### src/rtl/symbol_issuer_level2_pkg.sv
// Shared types for the level-2 symbol issuer: FSM state encoding, LFSR taps,
// the symbol encoding function and a saturating counter helper.
package issuer_pkg;

    typedef enum logic [2:0] {
        IDLE        = 3'd0,
        ISSUE       = 3'd1,
        SHOW        = 3'd2,
        WAIT_PLAYER = 3'd3,
        JUDGE       = 3'd4,
        DONE        = 3'd5
    } issuer_state_t;

    // Right-shifting Galois form of x^8+x^6+x^5+x^4+1
    localparam logic [7:0] LFSR_TAPS = 8'hB8;

    function automatic logic [3:0] encode_sym(input logic [3:0] sym, input logic [3:0] key);
        return {sym[2:0], sym[3]} ^ key;
    endfunction

    function automatic logic [15:0] sat_inc16(input logic [15:0] v);
        return (v == 16'hFFFF) ? v : v + 16'd1;
    endfunction

endpackage

### src/rtl/lfsr8_gen.sv
// Free-running 8-bit Galois LFSR, loaded with the seed on reset.
// Latency: one step per clock; no backpressure, never stalls.
module lfsr8_gen
    import issuer_pkg::*;
(
    input  logic       clock,
    input  logic       reset,
    input  logic [7:0] seed,
    output logic [7:0] state
);

    logic [7:0] r_state;

    always_ff @(posedge clock or negedge reset) begin
        if (!reset) begin
            r_state <= seed;
        end else begin
            r_state <= {1'b0, r_state[7:1]} ^ (r_state[0] ? LFSR_TAPS : 8'h00);
        end
    end

    assign state = r_state;

endmodule

### src/rtl/symbol_issuer_level2.sv
// Level-2 challenge issuer: shows a pseudo-random symbol, awaits Player_Ld, judges scorer result.
// Latency: 1 ISSUE + SHOW_CYCLES shown, JUDGE_DLY to verdict; no backpressure, Player_Ld is a level.
// ISSUER_NO_REPEAT_EN: a fresh issue bumps the candidate by one if it equals the previous symbol.
module symbol_issuer_level2
    import issuer_pkg::*;
#(
    parameter logic [7:0]  SEED           = 8'hA5,
    parameter logic [3:0]  KEY            = 4'hA,
    parameter logic [15:0] SHOW_CYCLES    = 16'd50,
    parameter logic [15:0] TIMEOUT_CYCLES = 16'd1000,
    parameter logic [1:0]  JUDGE_DLY      = 2'd3,
    parameter logic [3:0]  ROUNDS         = 4'd9,
    parameter logic [2:0]  MAX_MISS       = 3'd3
) (
    input  logic       clock,
    input  logic       reset,
    input  logic       clear,
    input  logic       start,
    input  logic       Player_Ld,
    input  logic       ledg_in,
    input  logic       ledr_in,
    output logic [3:0] RNG_op,
    output logic [3:0] Symbol,
    output logic       rng_load,
    output logic [3:0] Round,
    output logic [2:0] Miss,
    output logic       game_won,
    output logic       game_over
);

    localparam logic [15:0] SHOW_LAST  = (SHOW_CYCLES == 16'd0) ? 16'd0 : SHOW_CYCLES - 16'd1;
    localparam logic [15:0] TO_LAST    = (TIMEOUT_CYCLES == 16'd0) ? 16'd0 : TIMEOUT_CYCLES - 16'd1;
    localparam logic [15:0] JUDGE_LAST = (JUDGE_DLY == 2'd0) ? 16'd0 : {14'd0, JUDGE_DLY} - 16'd1;

    issuer_state_t r_state, w_state_nxt;
    logic [3:0]    r_symbol, w_symbol_nxt;
    logic [3:0]    r_rng_op, w_rng_op_nxt;
    logic          r_rng_load, w_rng_load_nxt;
    logic [3:0]    r_round, w_round_nxt;
    logic [2:0]    r_miss, w_miss_nxt;
    logic          r_won, w_won_nxt;
    logic          r_over, w_over_nxt;
    logic          r_retry, w_retry_nxt;
    logic [15:0]   r_show_cnt, w_show_cnt_nxt;
    logic [15:0]   r_to_cnt, w_to_cnt_nxt;
    logic [15:0]   r_judge_cnt, w_judge_cnt_nxt;
    logic [7:0]    w_lfsr;
    logic [3:0]    w_cand;
    logic          w_miss_evt;
    logic          w_lfsr_unused;

    lfsr8_gen u_lfsr (
        .clock (clock),
        .reset (reset),
        .seed  (SEED),
        .state (w_lfsr)
    );

    assign w_lfsr_unused = ^w_lfsr[7:4];

    always_ff @(posedge clock or negedge reset) begin
        if (!reset) begin
            r_state     <= IDLE;
            r_symbol    <= 4'd0;
            r_rng_op    <= 4'd0;
            r_rng_load  <= 1'b0;
            r_round     <= 4'd0;
            r_miss      <= 3'd0;
            r_won       <= 1'b0;
            r_over      <= 1'b0;
            r_retry     <= 1'b0;
            r_show_cnt  <= 16'd0;
            r_to_cnt    <= 16'd0;
            r_judge_cnt <= 16'd0;
        end else begin
            r_state     <= w_state_nxt;
            r_symbol    <= w_symbol_nxt;
            r_rng_op    <= w_rng_op_nxt;
            r_rng_load  <= w_rng_load_nxt;
            r_round     <= w_round_nxt;
            r_miss      <= w_miss_nxt;
            r_won       <= w_won_nxt;
            r_over      <= w_over_nxt;
            r_retry     <= w_retry_nxt;
            r_show_cnt  <= w_show_cnt_nxt;
            r_to_cnt    <= w_to_cnt_nxt;
            r_judge_cnt <= w_judge_cnt_nxt;
        end
    end

    always_comb begin
        w_state_nxt     = r_state;
        w_symbol_nxt    = r_symbol;
        w_rng_op_nxt    = r_rng_op;
        w_rng_load_nxt  = r_rng_load;
        w_round_nxt     = r_round;
        w_miss_nxt      = r_miss;
        w_won_nxt       = r_won;
        w_over_nxt      = r_over;
        w_retry_nxt     = r_retry;
        w_show_cnt_nxt  = r_show_cnt;
        w_to_cnt_nxt    = r_to_cnt;
        w_judge_cnt_nxt = r_judge_cnt;
        w_miss_evt      = 1'b0;

        w_cand = w_lfsr[3:0];
`ifdef ISSUER_NO_REPEAT_EN
        if (w_cand == r_symbol) begin
            w_cand = w_cand + 4'd1;
        end
`endif

        case (r_state)
            IDLE: begin
                if (start) begin
                    w_retry_nxt = 1'b0;
                    w_state_nxt = ISSUE;
                end
            end
            ISSUE: begin
                if (!r_retry) begin
                    w_symbol_nxt = w_cand;
                    w_rng_op_nxt = encode_sym(w_cand, KEY);
                end
                w_rng_load_nxt = 1'b1;
                w_show_cnt_nxt = 16'd0;
                w_state_nxt    = SHOW;
            end
            SHOW: begin
                if (r_show_cnt >= SHOW_LAST) begin
                    w_rng_load_nxt = 1'b0;
                    w_to_cnt_nxt   = 16'd0;
                    w_state_nxt    = WAIT_PLAYER;
                end else begin
                    w_show_cnt_nxt = sat_inc16(r_show_cnt);
                end
            end
            WAIT_PLAYER: begin
                // An answer arriving on the timeout cycle still gets judged
                if (Player_Ld) begin
                    w_judge_cnt_nxt = 16'd0;
                    w_state_nxt     = JUDGE;
                end else if (r_to_cnt >= TO_LAST) begin
                    w_miss_evt = 1'b1;
                end else begin
                    w_to_cnt_nxt = sat_inc16(r_to_cnt);
                end
            end
            JUDGE: begin
                if (r_judge_cnt >= JUDGE_LAST) begin
                    if (ledg_in && !ledr_in) begin
                        w_round_nxt = r_round + 4'd1;
                        w_retry_nxt = 1'b0;
                        if (r_round + 4'd1 == ROUNDS) begin
                            w_won_nxt   = 1'b1;
                            w_state_nxt = DONE;
                        end else begin
                            w_state_nxt = ISSUE;
                        end
                    end else begin
                        w_miss_evt = 1'b1;
                    end
                end else begin
                    w_judge_cnt_nxt = sat_inc16(r_judge_cnt);
                end
            end
            DONE: begin
            end
            default: begin
                w_state_nxt = IDLE;
            end
        endcase

        if (w_miss_evt) begin
            w_miss_nxt = r_miss + 3'd1;
            if (r_miss + 3'd1 == MAX_MISS) begin
                w_over_nxt  = 1'b1;
                w_state_nxt = DONE;
            end else begin
                w_retry_nxt = 1'b1;
                w_state_nxt = ISSUE;
            end
        end

        // Clear wipes the game but leaves the LFSR free-running
        if (clear) begin
            w_state_nxt     = IDLE;
            w_symbol_nxt    = 4'd0;
            w_rng_op_nxt    = 4'd0;
            w_rng_load_nxt  = 1'b0;
            w_round_nxt     = 4'd0;
            w_miss_nxt      = 3'd0;
            w_won_nxt       = 1'b0;
            w_over_nxt      = 1'b0;
            w_retry_nxt     = 1'b0;
            w_show_cnt_nxt  = 16'd0;
            w_to_cnt_nxt    = 16'd0;
            w_judge_cnt_nxt = 16'd0;
        end
    end

    assign RNG_op    = r_rng_op;
    assign Symbol    = r_symbol;
    assign rng_load  = r_rng_load;
    assign Round     = r_round;
    assign Miss      = r_miss;
    assign game_won  = r_won;
    assign game_over = r_over;

endmodule
### config.mk
export PLATFORM = sky130hd
export DESIGN_NAME = symbol_issuer_level2
export DESIGN_NICKNAME = d
export VERILOG_FILES = /design/src/rtl/symbol_issuer_level2_pkg.sv /design/src/rtl/lfsr8_gen.sv /design/src/rtl/symbol_issuer_level2.sv
export SDC_FILE = /design/constraint.sdc
export NUM_CORES = 1
export LEC_CHECK = 0
export CAP_MARGIN = 20
export CORE_MARGIN = 3
export CORE_UTILIZATION = 52
export CTS_CLUSTER_SIZE = 10
export DETAILED_ROUTE_END_ITERATION = 12
export GPL_TIMING_DRIVEN = 0
export MAX_ROUTING_LAYER = met4
export PLACE_DENSITY_LB_ADDON = 0.1
export SYNTH_ARGS = -nofsm -noshare
export SYNTH_HDL_FRONTEND = slang
export SYNTH_SLANG_ARGS = --single-unit
### constraint.sdc
create_clock -name clock -period 1.97 [get_ports clock]
set_input_delay 0.4925 -clock clock [delete_from_list [all_inputs] [get_ports clock]]
set_output_delay 0.4925 -clock clock [all_outputs]
set_load 0.005 [all_outputs]
==> impl_metrics.yaml, run 1 <==
route:
  wl_um: 7540
  drtIter0Drc: 99
  detail-route-antenna-nets: 0
  vias: 2677
  vias_per_cell: 5.60
  dr.pass1.iters: 4
  wl_per_cell_um: 15.8
  drc_errors: 0
finish:
  finalNonFillerCells: 478
  fill_cells: 483
  area_growth_pct: 29.5
  diodes: 0
  drive_gt1_frac: 0.237
  nets: 413
  utilization: 0.705
global_routing:
  grt_start_max_net_pins: 46
  track_usage: 0.213
  antenna_found_initial: 0
  overflow: 0
  grt_pass1_wl_um: 12700
  grt_pass1_vias: 2690
placed_design:
  numPortBuffers: 24
  globalplace.congestion: 0.826
  hpwlAfterDp_um: 4630
  dp_slack_ps: -557
  dp_cells: 437
critical_path:
  required_ps: 2210
  worstSetupPathType: "reg2reg"
  r2r_end: "r_to_cnt[2]"
  cp-end-kind: "flip-flop"
  cp_max_fo: 6
  arrival_ps: 2290
  r2r_slack_ps: -80
  worst_r2r_path_depth: 7
  crit_path_start_kind: "flip-flop"
  r2r-start: "r_show_cnt[0]"
clock_network:
  htreeDepth: 3
  clockBufferDepth: 2
  clock-sinks: 76
  clock_latency_ps: 350
  cts_made_buffers: 9
  cts_tree: "yes"
  root_buffer: "clkbuf_8"
  clkTransAtPathRegs_ps: 80
yosys:
  synth_nets: 352
  ys_warn_count: 0
  synth_top_area_share: 0.513
  synthArstFlopShare: 1.00
  postSynthAreaPerCell_um2: 10.5
  synth_flop_cell: "dfrtp_1"
  ys_top_cells_by_count: "dfrtp_1, nor2_1, and2_1"
  synth_edf_count: 0
  synth_top_cell_by_area: "dfrtp_1"
  synthesis.instances: 335
  synth_cell_types: 55
  synth_most_common_cell: "dfrtp_1"
  ys_seq_elements: 76
  synth_area_leaders: "dfrtp_1, nor2_1, and2_1, ha_1, dfstp_2"
  synth.cell_area_um2: 3510
  yosysSeqAreaShare: 0.543
timing:
  hold_viol: 0
  fin_crit_sh: 1.04
  max_freq_mhz: 488
  post-route-min-period_ps: 2050
  finClkSkew_ps: 13.9
  setup_ws_ps: -77.3
  finalSetupViolCount: 9
  slew_headroom: 0.578
  drv_slew: 0
  tightest_slew_ps: 633
  rsz0062_at_grt: "true"
min_path:
  hold_class: "in2async"
outcome:
  violations: "setup timing"
  outcome: "complete, but fails checks"
power:
  power_density_nw_per_um2: 830
  ir_drop_mv: 0.456
  leakage_nw: 2.08
run:
  cap_violations: 0
die:
  design.core.area_um2: 6460
  start_util: 0.544
  dieArea_um2: 7780
  die_w_um: 88.2
  fp.dieH_um: 88.2
  pin_count: 25
  rows: 29
==> stage by stage <==
| step | total power, W | cell area (µm²) | TNS [ps] | hold slack [ps] |
|---|---|---|---|---|
| 3_3_place_gp | 0.00215 | 3850 | -177310 | 355 |
| 4_1_cts | 0.00362 | 4320 | -173 | 91.6 |
| 2_1_floorplan | 0.00199 | 3510 | 0 | 197 |
| 5_1_grt | 0.00396 | 4550 | -2200 | 101 |
| 3_5_place_dp | 0.00216 | 3880 | -13790 | 357 |
| 6_report | 0.00378 | 4550 | -380 | 79.7 |
==> cell type report <==
cell class                      count  area [µm²]  share of cell area
Multi-Input combinational cell    239        1750               0.385
Buffer                             13        78.8              0.0173
Clock buffer                       12         155              0.0341
Tap cell                           77        96.3              0.0212
Sequential cell                    76        1910               0.419
Inverter                            7        26.3             0.00577
Timing Repair Buffer               50         464               0.102
Clock inverter                      4        72.6              0.0159
==> routing by layer <==
metal  GRT usage  vias to the layer above  routed length, µm
li1            -                     1276                  -
met1       0.296                     1325               3630
met2       0.317                       63               3510
met3      0.0419                       13                271
met4      0.0687                        0                129
met5           -                        -                  0
==> critical path: stages (launching register included) <==
cell      delay [ps]
dfrtp_1          410
ha_2             210
nor4b_4          250
o211ai_1         210
o22ai_4          370
a21oi_4          100
buf_4            170
a32o_1           230
==> cell usage in the layout, fill, tap and decap left out, types with 3 or more instances in the layout <==
| master | n |
|---|---|
| dfrtp_1 | 71 |
| nor2_1 | 52 |
| buf_4 | 25 |
| and2_1 | 24 |
| nand2_1 | 22 |
| clkdlybuf4s50_1 | 22 |
| a21oi_1 | 15 |
| clkbuf_8 | 12 |
| xnor2_1 | 9 |
| xor2_1 | 8 |
| nand3_1 | 8 |
| ha_1 | 8 |
| clkbuf_1 | 6 |
| nor4_1 | 6 |
| mux2i_1 | 6 |
| inv_1 | 5 |
| nor3_4 | 4 |
| a31oi_1 | 4 |
| and3_1 | 4 |
| dfstp_2 | 4 |
| nand2b_1 | 3 |
| nand3b_1 | 3 |
| a211oi_2 | 3 |
| o21a_1 | 3 |
| nand4_1 | 3 |
| buf_6 | 3 |
==> worst max path at each step <==
stage                        startpoint        endpoint  slack (ps)  cells after the start
after floorplan           r_show_cnt[0]     r_to_cnt[1]          10                      8
after global placement            reset  r_judge_cnt[5]       -2200                      1
after detailed placement          clear   r_show_cnt[4]        -560                      7
after CTS                  r_to_cnt[12]     r_to_cnt[6]         -40                      7
after global routing       r_to_cnt[13]     r_to_cnt[5]        -200                      7
final                     r_show_cnt[0]     r_to_cnt[2]         -80                      7
==> flip-flops by register name, summed over array words and instances (netlist names) <==
name	count
r_to_cnt	16
game_won	1
u_lfsr.state	8
game_over	1
r_state	3
r_show_cnt	16
r_judge_cnt	16
Symbol	3
r_retry	1
rng_load	1
Miss	3
Round	4
RNG_op	3
==> repair_timing <==
| item | in CTS | in global routing |
|---|---|---|
| endpoints found under the hold margin | 0 | 0 |
| gates cloned | 1 | 0 |
| resized for setup | 29 | 31 |
| setup endpoints to repair | 40 | 34 |
| buffers inserted | 11 | 13 |
| pin swaps | 8 | 11 |
| hold buffers | 0 | 0 |
==> power by group <==
part	leakage (nW)	internal [W]	switching (W)
logic	0.923	0.000366	0.000412
registers	1.04	0.00160	0.0000397
clock network	0.113	0.000781	0.000574
total	2.08	0.00275	0.00103
==> logic make-up after synthesis <==
group,share of synthesized area
simple gates,0.227
buf+inv,0.0246
flops,0.543
fa+ha+maj,0.0356
xor+xnor,0.0473
compound gates,0.106
mux,0.0171
No activity file was read; power rests on OpenSTA's default activity.
==> run 2: changes to the inputs <==
- TNS_END_PERCENT: default -> 20
==> impl_metrics.yaml, run 2 (same netlist as run 1, synthesis figures left out) <==
clock_network:
  clock-sinks: 76
  htreeDepth: 3
  clockBufferDepth: 2
  cts_made_buffers: 9
  clock_latency_ps: 360
  cts_hold_buf: 0
  cts_tree: "yes"
  root_buffer: "clkbuf_8"
  clkTransAtPathRegs_ps: 80
route:
  drc_errors: 0
  wl_per_cell_um: 15.3
  wl_um: 7160
  dr.pass1.iters: 4
  vias_per_cell: 5.64
  drtIter0Drc: 88
  vias: 2635
  detail-route-antenna-nets: 0
timing:
  slew_headroom: 0.615
  holdWs_ps: 79.8
  setup_ws_ps: -98.6
  fin_crit_sh: 1.05
  finClkSkew_ps: 14.9
  rsz0062_at_grt: "true"
  hold_viol: 0
  max_freq_mhz: 483
  finalSetupViolCount: 10
  post-route-min-period_ps: 2070
  tightest_slew_ps: 573
  drv_slew: 0
outcome:
  outcome: "complete, but fails checks"
  violations: "setup timing"
finish:
  final_cell_mix: "dfrtp_1, nor2_1, and2_1"
  reg_top3: "r_judge_cnt: 16 flops, r_show_cnt: 16 flops, r_to_cnt: 16 flops"
  diodes: 0
  drive_gt1_frac: 0.197
  utilization: 0.679
  fill_cells: 514
  area_growth_pct: 24.7
  multi_input_area_um2: 1660
  finalInstanceArea_um2: 4380
  final_common_cell: "dfrtp_1"
  nets: 402
  regArea_um2: 1910
  finalNonFillerCells: 467
placed_design:
  dp_cells: 437
  globalplace.congestion: 0.826
  hpwlAfterDp_um: 4630
  placed_area_um2: 3880
  numPortBuffers: 24
global_routing:
  grt_pass1_wl_um: 12500
  antenna_found_initial: 0
  grt_start_max_net_pins: 46
  track_usage: 0.210
  overflow: 0
  grt_pass1_vias: 2630
power:
  leakage_nw: 1.99
  ir_drop_mv: 0.444
  finalPower_w: 0.00367
  power_density_nw_per_um2: 838
critical_path:
  cp-end-kind: "flip-flop"
  r2r_slack_ps: -100
  cp_max_fo: 7
  arrival_ps: 2310
  worst_r2r_path_depth: 7
  r2r_end: "r_to_cnt[1]"
  r2r-start: "r_show_cnt[0]"
  worstSetupPathType: "reg2reg"
  required_ps: 2210
  crit_path_start_kind: "flip-flop"
  crit_slowest_cell: "dfrtp_1"
  max_stage_delay_ps: 410
  crit_chain: "ha_2 > nor4b_4 > o211ai_1 > o22ai_4 > nor2_1 > a22o_2 > a22o_1"
die:
  fp.dieH_um: 88.2
  design.core.area_um2: 6460
  pin_count: 25
  dieArea_um2: 7780
  die_w_um: 88.2
  rows: 29
  start_util: 0.544
min_path:
  hold_class: "in2async"
run:
  cap_violations: 0
run 2: cell types whose count changed in the layout (fill, tap and decap cells not counted), sizes merged:
cell,previous run,this run
buf,32,22
dlygate4sd2,0,1
clkbuf,20,19
dlymetal6s2s,1,0
run 2: where the power goes:
group / total, W / switching [W] / leakage (nW) / internal, W
logic: 0.000674 / 0.000370 / 0.844 / 0.000303
clock network: 0.00135 / 0.000573 / 0.113 / 0.000781
registers: 0.00164 / 0.0000392 / 1.04 / 0.00161
total: 0.00367 / 0.000983 / 1.99 / 0.00269
run 2: what timing repair did:
item | in CTS | in global routing
buffers inserted | 5 | 9
resized for setup | 27 | 15
setup endpoints to repair | 40 | 31
pin swaps | 5 | 7
run 2: metal layers:
layer,track usage,up-vias,share of wire
met1,0.293,1298,0.50
met3,0.0419,13,0.039
li1,-,1259,-
met5,-,-,0
met2,0.307,65,0.45
met4,0.0687,0,0.016
run 2: worst max-delay path by stage:
stage / startpoint / to / slack, ps / cells after the start
floorplan: r_show_cnt[0] / r_to_cnt[1] / 10 / 8
global placement: reset / r_judge_cnt[5] / -2200 / 1
detailed placement: clear / r_show_cnt[4] / -560 / 7
CTS: r_to_cnt[12] / r_to_cnt[8] / -110 / 6
global route: r_to_cnt[12] / r_to_cnt[6] / -200 / 7
finish: r_show_cnt[0] / r_to_cnt[1] / -100 / 7
run 2: through the flow:
stage	TNS, ps	worst slack [ps]
4_1_cts	-239	-114
6_report	-374	-98.6
3_3_place_gp	-177310	-2200
5_1_grt	-2450	-200
3_5_place_dp	-13790	-557
2_1_floorplan	0	10.1
run 2: layout make-up:
class,count,area share
Buffer,13,0.0183
Clock buffer,12,0.0354
Clock inverter,4,0.0166
Inverter,7,0.00599
Multi-Input combinational cell,239,0.379
Sequential cell,76,0.436
Tap cell,77,0.0220
Timing Repair Buffer,39,0.0870
run 2: worst max-delay path: cells and delay by family, from the launching register on:
family	cells	cell delay, ps
AOI/OAI and AO/OA	4	940
DFF	1	410
and+or+nand+nor	2	400
adders and majority gates	1	210
